==> src/rtl/input_cond_pkg.sv <==
// input_cond_pkg
// Shared constants and helpers for the input conditioning blocks
// (synchroniser + debounce filter).
//
// Contents:
//   SYNC_STAGES_DEF     - default synchroniser depth
//   DEBOUNCE_CYCLES_DEF - default number of enabled mismatch samples to accept a level
//   CNT_W_DEF           - default stability counter width
//   min_cnt_w()         - smallest counter width able to hold DEBOUNCE_CYCLES-1
package input_cond_pkg;

  localparam int SYNC_STAGES_DEF     = 2;
  localparam int DEBOUNCE_CYCLES_DEF = 8;
  localparam int CNT_W_DEF           = 4;

  // The counter only ever reaches cycles-1, so the width w must satisfy
  // 2**w >= cycles. A width of at least 1 is always returned.
  function automatic int min_cnt_w(input int cycles);
    int w;
    w = 1;
    while ((1 << w) < cycles) begin
      w = w + 1;
    end
    return w;
  endfunction

endpackage

==> src/rtl/input_debounce_sync_chain.sv <==
// sync_chain
// Plain N-flop shift chain used to bring an asynchronous level into clk.
// Only the first flop ever samples d; q is the output of the last flop.
//
// Ports:
//   clk - system clock, all flops on posedge
//   rst - synchronous active-high reset, clears every stage to 0
//   d   - asynchronous input
//   q   - synchronised output (last stage)
module sync_chain #(
  parameter int SYNC_STAGES = 2
) (
  input  logic clk,
  input  logic rst,
  input  logic d,
  output logic q
);

  logic [SYNC_STAGES-1:0] stages;

  always_ff @(posedge clk) begin
    if (rst) begin
      stages <= '0;
    end else begin
      stages <= {stages[SYNC_STAGES-2:0], d};
    end
  end

  assign q = stages[SYNC_STAGES-1];

endmodule

==> src/rtl/input_debounce.sv <==
// input_debounce
// Synchronises a raw asynchronous input, filters bounce/glitches with a
// stability counter, and produces a clean level plus one-cycle edge pulses.
// The output level q is registered and safe to feed straight into capture flops.
//
// Ports:
//   clk  - system clock, all logic on posedge
//   rst  - synchronous active-high reset, overrides en and every other input
//   din  - raw asynchronous input (switch or pin)
//   en   - sample-enable tick; filter only advances when high
//   q    - debounced, synchronised level
//   rise - one-cycle pulse in the cycle q first shows 1
//   fall - one-cycle pulse in the cycle q first shows 0
//   busy - high while the stability counter is non-zero (change pending)
//
// There is no valid/ready handshake here: en is a plain qualifier that is
// sampled every posedge, and rise/fall are unconditional single-cycle strobes
// that the consumer must take in the cycle they are high.
module input_debounce
  import input_cond_pkg::*;
#(
  parameter int SYNC_STAGES     = SYNC_STAGES_DEF,
  parameter int CNT_W           = CNT_W_DEF,
  parameter int DEBOUNCE_CYCLES = DEBOUNCE_CYCLES_DEF
) (
  input  logic clk,
  input  logic rst,
  input  logic din,
  input  logic en,
  output logic q,
  output logic rise,
  output logic fall,
  output logic busy
);

  // Terminal count: the DEBOUNCE_CYCLES-th consecutive mismatch is the one
  // that commits, so the counter never holds more than DEBOUNCE_CYCLES-1.
  localparam logic [CNT_W-1:0] CNT_LAST = CNT_W'(DEBOUNCE_CYCLES - 1);

  logic             s;
  logic [CNT_W-1:0] cnt;
  logic [CNT_W-1:0] cnt_next;
  logic             q_next;
  logic             rise_next;
  logic             fall_next;

  sync_chain #(
    .SYNC_STAGES (SYNC_STAGES)
  ) u_sync (
    .clk (clk),
    .rst (rst),
    .d   (din),
    .q   (s)
  );

  always_comb begin
    cnt_next  = cnt;
    q_next    = q;
    rise_next = 1'b0;
    fall_next = 1'b0;
    if (en) begin
      if (s == q) begin
        // Any matching sample abandons the candidate change.
        cnt_next = '0;
      end else if (cnt == CNT_LAST) begin
        q_next    = s;
        cnt_next  = '0;
        rise_next = s;
        fall_next = ~s;
      end else begin
        cnt_next = cnt + 1'b1;
      end
    end
  end

  // busy is registered from cnt_next so it always equals (cnt != 0).
  always_ff @(posedge clk) begin
    if (rst) begin
      cnt  <= '0;
      q    <= 1'b0;
      rise <= 1'b0;
      fall <= 1'b0;
      busy <= 1'b0;
    end else begin
      cnt  <= cnt_next;
      q    <= q_next;
      rise <= rise_next;
      fall <= fall_next;
      busy <= (cnt_next != '0);
    end
  end

endmodule

==> config.mk <==
export PLATFORM = sky130hd
export DESIGN_NAME = input_debounce
export DESIGN_NICKNAME = d
export VERILOG_FILES = /design/src/rtl/input_cond_pkg.sv /design/src/rtl/input_debounce_sync_chain.sv /design/src/rtl/input_debounce.sv
export SDC_FILE = /design/constraint.sdc
export NUM_CORES = 1
export LEC_CHECK = 0
export ABC_AREA = 1
export CAP_MARGIN = 20
export CORE_MARGIN = 8
export CORE_UTILIZATION = 35
export DETAILED_ROUTE_END_ITERATION = 12
export SYNTH_ARGS = -nofsm -noshare
export SYNTH_HDL_FRONTEND = slang
export SYNTH_SLANG_ARGS = --single-unit
export TNS_END_PERCENT = 10
==> constraint.sdc <==
create_clock -name clk -period 1.3 [get_ports clk]
set_input_delay 0.26 -clock clk [delete_from_list [all_inputs] [get_ports clk]]
set_output_delay 0.26 -clock clk [all_outputs]
set_load 0.01 [all_outputs]
==> results of run 1 <==
[power by group through the flow]
stage                     combinational, mW  sequential [mW]  clock, mW
after floorplan                      0.0206            0.322          0
after global placement               0.0454            0.321          0
after detailed placement             0.0456            0.322          0
after CTS                            0.0453            0.314      0.282
after global routing                 0.0509            0.316      0.296
final                                0.0451            0.315      0.269
[layout make-up]
class	instances	share of cell area, %
well taps	15	2.885
repair buffers	14	18.08
flip-flops and latches	10	31.15
inverters	11	6.346
multi-input cells	43	35.96
clock buffers	4	5.577
[layout by cell type (no fill, tap or decap), types with 3 or more instances in the layout]
| cell | Yosys | final |
|---|---|---|
| nand3_1 | 3 | 3 |
| inv_1 | 9 | 9 |
| dfxtp_1 | 10 | 8 |
| buf_4 | 0 | 7 |
| nand2_1 | 15 | 15 |
| dlygate4sd2_1 | 0 | 4 |
| clkdlybuf4s50_1 | 0 | 3 |
| clkbuf_4 | 0 | 3 |
| nor2_1 | 13 | 13 |
[final timing paths]
kind              slack [ns]                to  cells past startpoint        startpoint
hold / removal          0.41  u_sync.stages[1]                      2  u_sync.stages[0]
setup reg to reg        0.11              busy                     10            cnt[1]
setup / recovery        0.10              busy                      7                en
hold reg to reg         0.41  u_sync.stages[1]                      2  u_sync.stages[0]
[registers in the layout (all words and copies together) (netlist names)]
name and cells:
cnt 4, u_sync.stages 2, busy 1, fall 1, q 1, rise 1
[cells by family after synthesis]
group	Yosys count	synth area share [%]
adder cells (fa/ha/maj)	1	2.710
AO/OA/AOI/OAI	4	5.690
buffers and inverters	12	9.755
AND/OR/NAND/NOR	38	38.48
flip-flops	10	43.36
[layer usage]
layer / wire [um] / part of all wire [%]
met1: 421 / 49
met2: 391 / 45
met3: 33 / 3.8
met4: 14 / 1.6
met5: 0 / 0
[worst max-delay path, stage by stage]
cell	delay, ns
clkdlybuf4s50_1	0.52
inv_1	0.09
nand2_1	0.06
a21boi_2	0.18
nand3_2	0.08
nor2_1	0.12
nor2_1	0.04
[timing repair]
item,in CTS,in global routing
pin swaps,0,4
hold buffers,0,0
resized for setup,4,5
endpoints found under the setup margin,4,1
[metrics by stage]
stage	setup slack, ns	hold WS (ns)	setup TNS, ns	instance area, um2
2_1_floorplan	0.09825	0.3670	0	461.7
3_3_place_gp	-0.1215	0.3915	-0.2820	599.3
3_5_place_dp	-0.1334	0.3996	-0.3992	599.3
4_1_cts	0.04859	0.4090	0	630.6
5_1_grt	-0.01892	0.4314	-0.01892	650.6
6_report	0.1033	0.4074	0	650.6
==> results.sh, run 1 <==
export IMPL_busiest_layer="met2"
export IMPL_total_power_mw=0.6294
export IMPL_dp_cells=93
export IMPL_p_per_area_mw_per_mm2=967.4
export IMPL_numCtsBuffers=3
export IMPL_cts_sinks=10
export IMPL_multiInputGateArea_um2=234.0
export IMPL_grt_setup_unrepaired="true"
export IMPL_internal_power_mw=0.5047
export IMPL_synth_area_leaders="dfxtp_1 43%, nand2_1 12%, nor2_1 11%"
export IMPL_cts_setup_buffers=0
export IMPL_cts_buffer_depth=2
export IMPL_num_fill_cells=137
export IMPL_end_kind="flop"
export IMPL_clockRootBuffer="clkbuf_4"
export IMPL_cap_violations=0
export IMPL_drtIter0Drc=8
export IMPL_dpl_hpwl_um=668.7
export IMPL_worst_pin_slew_ns=0.2281
export IMPL_via_per_inst=4.495
export IMPL_layout_nets=88
export IMPL_grt_usage_pct=7.260
export IMPL_synthArstFlopShare_pct=0
export IMPL_die_x_um=52.32
export IMPL_synth_most_common_cell="nand2_1"
export IMPL_leakage_nw=0.3397
export IMPL_hold_viol_final=0
export IMPL_ys_types=15
export IMPL_die_h_um=52.32
export IMPL_use_met2_pct=11.46
export IMPL_vias=436
export IMPL_fp_row_count=13
export IMPL_first_pass_iters=4
export IMPL_grt_pass1_vias=403
export IMPL_antenna_left=0
export IMPL_path_clk_slew_ns=0.06
export IMPL_syn_area_per_cell_um2=7.103
export IMPL_synth_top_area_share_pct=43.36
export IMPL_p_sw_mw=0.1248
export IMPL_grt_ovfl_total=0
export IMPL_core_area_mm2=0.001269
export IMPL_synth_seq_cells=10
export IMPL_area_growth_pct=40.92
export IMPL_required_ns=1.45
export IMPL_clkPwrFrac_pct=42.7
export IMPL_top_level_ports=8
export IMPL_netlist_top_cells_count="15 x nand2_1, 13 x nor2_1, 10 x dfxtp_1, 9 x inv_1"
export IMPL_ys_seq_area_share_pct=43.36
export IMPL_syn_inst=65
export IMPL_antenna_cells=0
export IMPL_htreeDepth=1
export IMPL_hp_class="reg -> reg"
export IMPL_share_comb_of_total_power_pct=7.2
export IMPL_grt_use_met1_pct=8.320
export IMPL_drive_above_1_share_pct=28.05
export IMPL_swShare_pct=19.82
export IMPL_synth_edf_count=0
export IMPL_ff_latch_area_um2=202.7
export IMPL_start_kind="input pin"
export IMPL_finalSetupViolCount=0
export IMPL_worstPathMaxFanout=3
export IMPL_grt_pass1_wl_um=1524
export IMPL_cts_tree="built"
export IMPL_finClkSkew_ns=0.002288
export IMPL_wl_per_cell_um=8.876
export IMPL_synth_largest_area_cell="dfxtp_1"
export IMPL_cp_data_arrival_time_ns=1.35
export IMPL_die_area_mm2=0.002737
export IMPL_period_share_pct=92.05
export IMPL_worstSetupPathType="in -> reg"
export IMPL_netlist_area_um2=461.7
export IMPL_synthFlopType="dfxtp_1"
export IMPL_portBuffers=7
export IMPL_wl_um=861
export IMPL_place_congestion=0.7669
export IMPL_slew_headroom_pct=84.77
export IMPL_vdd_drop_max_mv=0.5096
export IMPL_final_cells=97
export IMPL_outcome="complete, no violations"
export IMPL_drc=0
export IMPL_grt_antenna_before_repair=0
export IMPL_fin_util_pct=51.28
export IMPL_start_util_pct=36.39
export IMPL_yosysWarningCount=0
export IMPL_period_minus_slack_ns=1.197
export IMPL_clk_latency_ns=0.26
export IMPL_seqPwrFrac_pct=50.1
export IMPL_max_freq_mhz=835.6
export IMPL_syn_num_nets=70
export IMPL_grtUsageMet3_pct=1.705
export IMPL_maxSlewViolCount=0
export IMPL_grt_max_degree=8
(Power assumes the default switching activity.)
==> run 2, diff against run 1 <==
PLACE_DENSITY = 0.61   (was unset)
==> run 2 against run 1 <==
Total power shrank 12%. Fmax shrank 2.1%. Combinational power shrank 5.3%. Critical path depth grew 1. Hold slack lost 0.0078 ns.
==> results.sh, run 2 (synthesis gave the netlist of run 1 again) <==
export IMPL_outcome="complete, no violations"
export IMPL_fp_row_count=13
export IMPL_grt_max_degree=8
export IMPL_grt_antenna_before_repair=0
export IMPL_htreeDepth=1
export IMPL_p_per_area_mw_per_mm2=872.4
export IMPL_grt_pass1_wl_um=1338
export IMPL_num_fill_cells=135
export IMPL_die_h_um=52.32
export IMPL_cp_data_arrival_time_ns=1.38
export IMPL_mostFrequentLayoutCell="nand2_1"
export IMPL_start_util_pct=36.39
export IMPL_grt_usage_pct=6.697
export IMPL_wl_per_cell_um=8.396
export IMPL_fin_setup_tns_ns=0
export IMPL_required_ns=1.45
export IMPL_leakage_nw=0.3260
export IMPL_start_kind="flop"
export IMPL_clk_latency_ns=0.25
export IMPL_path_depth=8
export IMPL_critPathBufInv=1
export IMPL_reg_top3="cnt: 4 flops, u_sync.stages: 2 flops"
export IMPL_drive_above_1_share_pct=27.16
export IMPL_period_minus_slack_ns=1.222
export IMPL_antenna_cells=0
export IMPL_fin_util_pct=50.00
export IMPL_cap_violations=0
export IMPL_slew_headroom_pct=85.93
export IMPL_wl_um=806
export IMPL_grt_ovfl_total=0
export IMPL_grt_pass1_vias=349
export IMPL_reg2regPathDepth=8
export IMPL_worst_pin_slew_ns=0.2107
export IMPL_slowest_stage="dfxtp_2"
export IMPL_final_cell_mix="15 x nand2_1, 13 x nor2_1, 9 x inv_1"
export IMPL_numCtsBuffers=3
export IMPL_finalSetupViolCount=0
export IMPL_layout_nets=88
export IMPL_max_freq_mhz=818.1
export IMPL_rrSetupSlack_ns=0.08
export IMPL_dpl_hpwl_um=658.7
export IMPL_worstSetupPathType="reg -> reg"
export IMPL_via_per_inst=4.385
export IMPL_maxSlewViolCount=0
export IMPL_drc=0
export IMPL_portBuffers=7
export IMPL_end_kind="flop"
export IMPL_finClkSkew_ns=0.003257
export IMPL_core_area_mm2=0.001269
export IMPL_critical_path_max_stage_delay_ns=0.33
export IMPL_largest_register="cnt"
export IMPL_dp_cells=92
export IMPL_hp_class="in -> reg"
export IMPL_worstPathCellList="ha_4, buf_4, nor2_1, nor2_1, a21boi_2, nand3_2, nor2_1, nor2_1"
export IMPL_clockRootBuffer="clkbuf_4"
export IMPL_vias=421
export IMPL_hold_buffers=0
export IMPL_die_x_um=52.32
export IMPL_cts_tree="built"
export IMPL_vdd_drop_max_mv=0.4967
export IMPL_final_cells=96
export IMPL_antenna_left=0
export IMPL_pre_cts_ws_ns=-0.1827
export IMPL_crit_start="cnt[1]"
export IMPL_path_clk_slew_ns=0.06
export IMPL_setup_worst_path_end="busy"
export IMPL_die_area_mm2=0.002737
export IMPL_largest_reg_flops=4
export IMPL_cts_sinks=10
export IMPL_cts_buffer_depth=2
export IMPL_top_level_ports=8
export IMPL_area_growth_pct=37.40
export IMPL_reg2reg_from="cnt[1]"
export IMPL_place_congestion=0.8643
export IMPL_period_share_pct=94.03
export IMPL_holdWs_ns=0.3997
export IMPL_hold_viol_final=0
export IMPL_worstPathMaxFanout=2
export IMPL_first_pass_iters=3
export IMPL_reg2reg_to="busy"
export IMPL_worst_slack_ns=0.07765
export IMPL_path_common_cell="nor2_1"
export IMPL_grt_setup_unrepaired="false"
export IMPL_crit_family="simple AND/OR/NAND/NOR gates"
export IMPL_drtIter0Drc=10
==> run 2: area by class of cell <==
type	instances	area, um2	share of cell area, %
inverters	11	41.29	6.509
multi-input cells	43	229.0	36.09
clock buffers	3	22.52	3.550
repair buffers	14	120.1	18.93
well taps	15	18.77	2.959
flip-flops and latches	10	202.7	31.95
==> run 2: per-stage QoR <==
step / power, mW / instance area, um2
5_1_grt: 0.5858 / 634.4
4_1_cts: 0.5645 / 609.3
3_3_place_gp: 0.3653 / 591.8
2_1_floorplan: 0.3428 / 461.7
3_5_place_dp: 0.3653 / 591.8
6_report: 0.5534 / 634.4
==> run 2: worst min path at each step <==
| stage | start | to | slack (ns) | depth (start not counted) |
|---|---|---|---|---|
| CTS | u_sync.stages[0] | u_sync.stages[1] | 0.41 | 2 |
| global placement | u_sync.stages[0] | u_sync.stages[1] | 0.39 | 2 |
| floorplan | din | u_sync.stages[0] | 0.37 | 2 |
| global route | en | q | 0.40 | 3 |
| finish | en | q | 0.40 | 3 |
| detailed placement | u_sync.stages[0] | u_sync.stages[1] | 0.40 | 2 |
==> run 2: what timing repair did <==
action	in CTS	in global routing
resized for setup	4	5
pin swaps	0	2
endpoints found under the setup margin	4	1
setup buffers	0	1
==> run 2: tightest hold or removal path, stage by stage <==
cell and delay [ns]:
dlymetal6s2s_1 0.18, nand2_1 0.11, a21oi_1 0.06
==> run 2: per-layer routing <==
metal  track usage (%)  wire length, um  up-vias
met3             1.989               31        4
met2             8.696              355        7
met5                 0                0        -
li1                  -                -      228
met4             7.759               31        0
met1             7.853              387      182
==> run 2: power by group <==
group / internal [mW] / leakage (nW) / switching (mW)
logic: 0.0218 / 0.230 / 0.0208
registers: 0.312 / 0.0821 / 0.00325
clock network: 0.106 / 0.0138 / 0.0894
total: 0.440 / 0.326 / 0.114
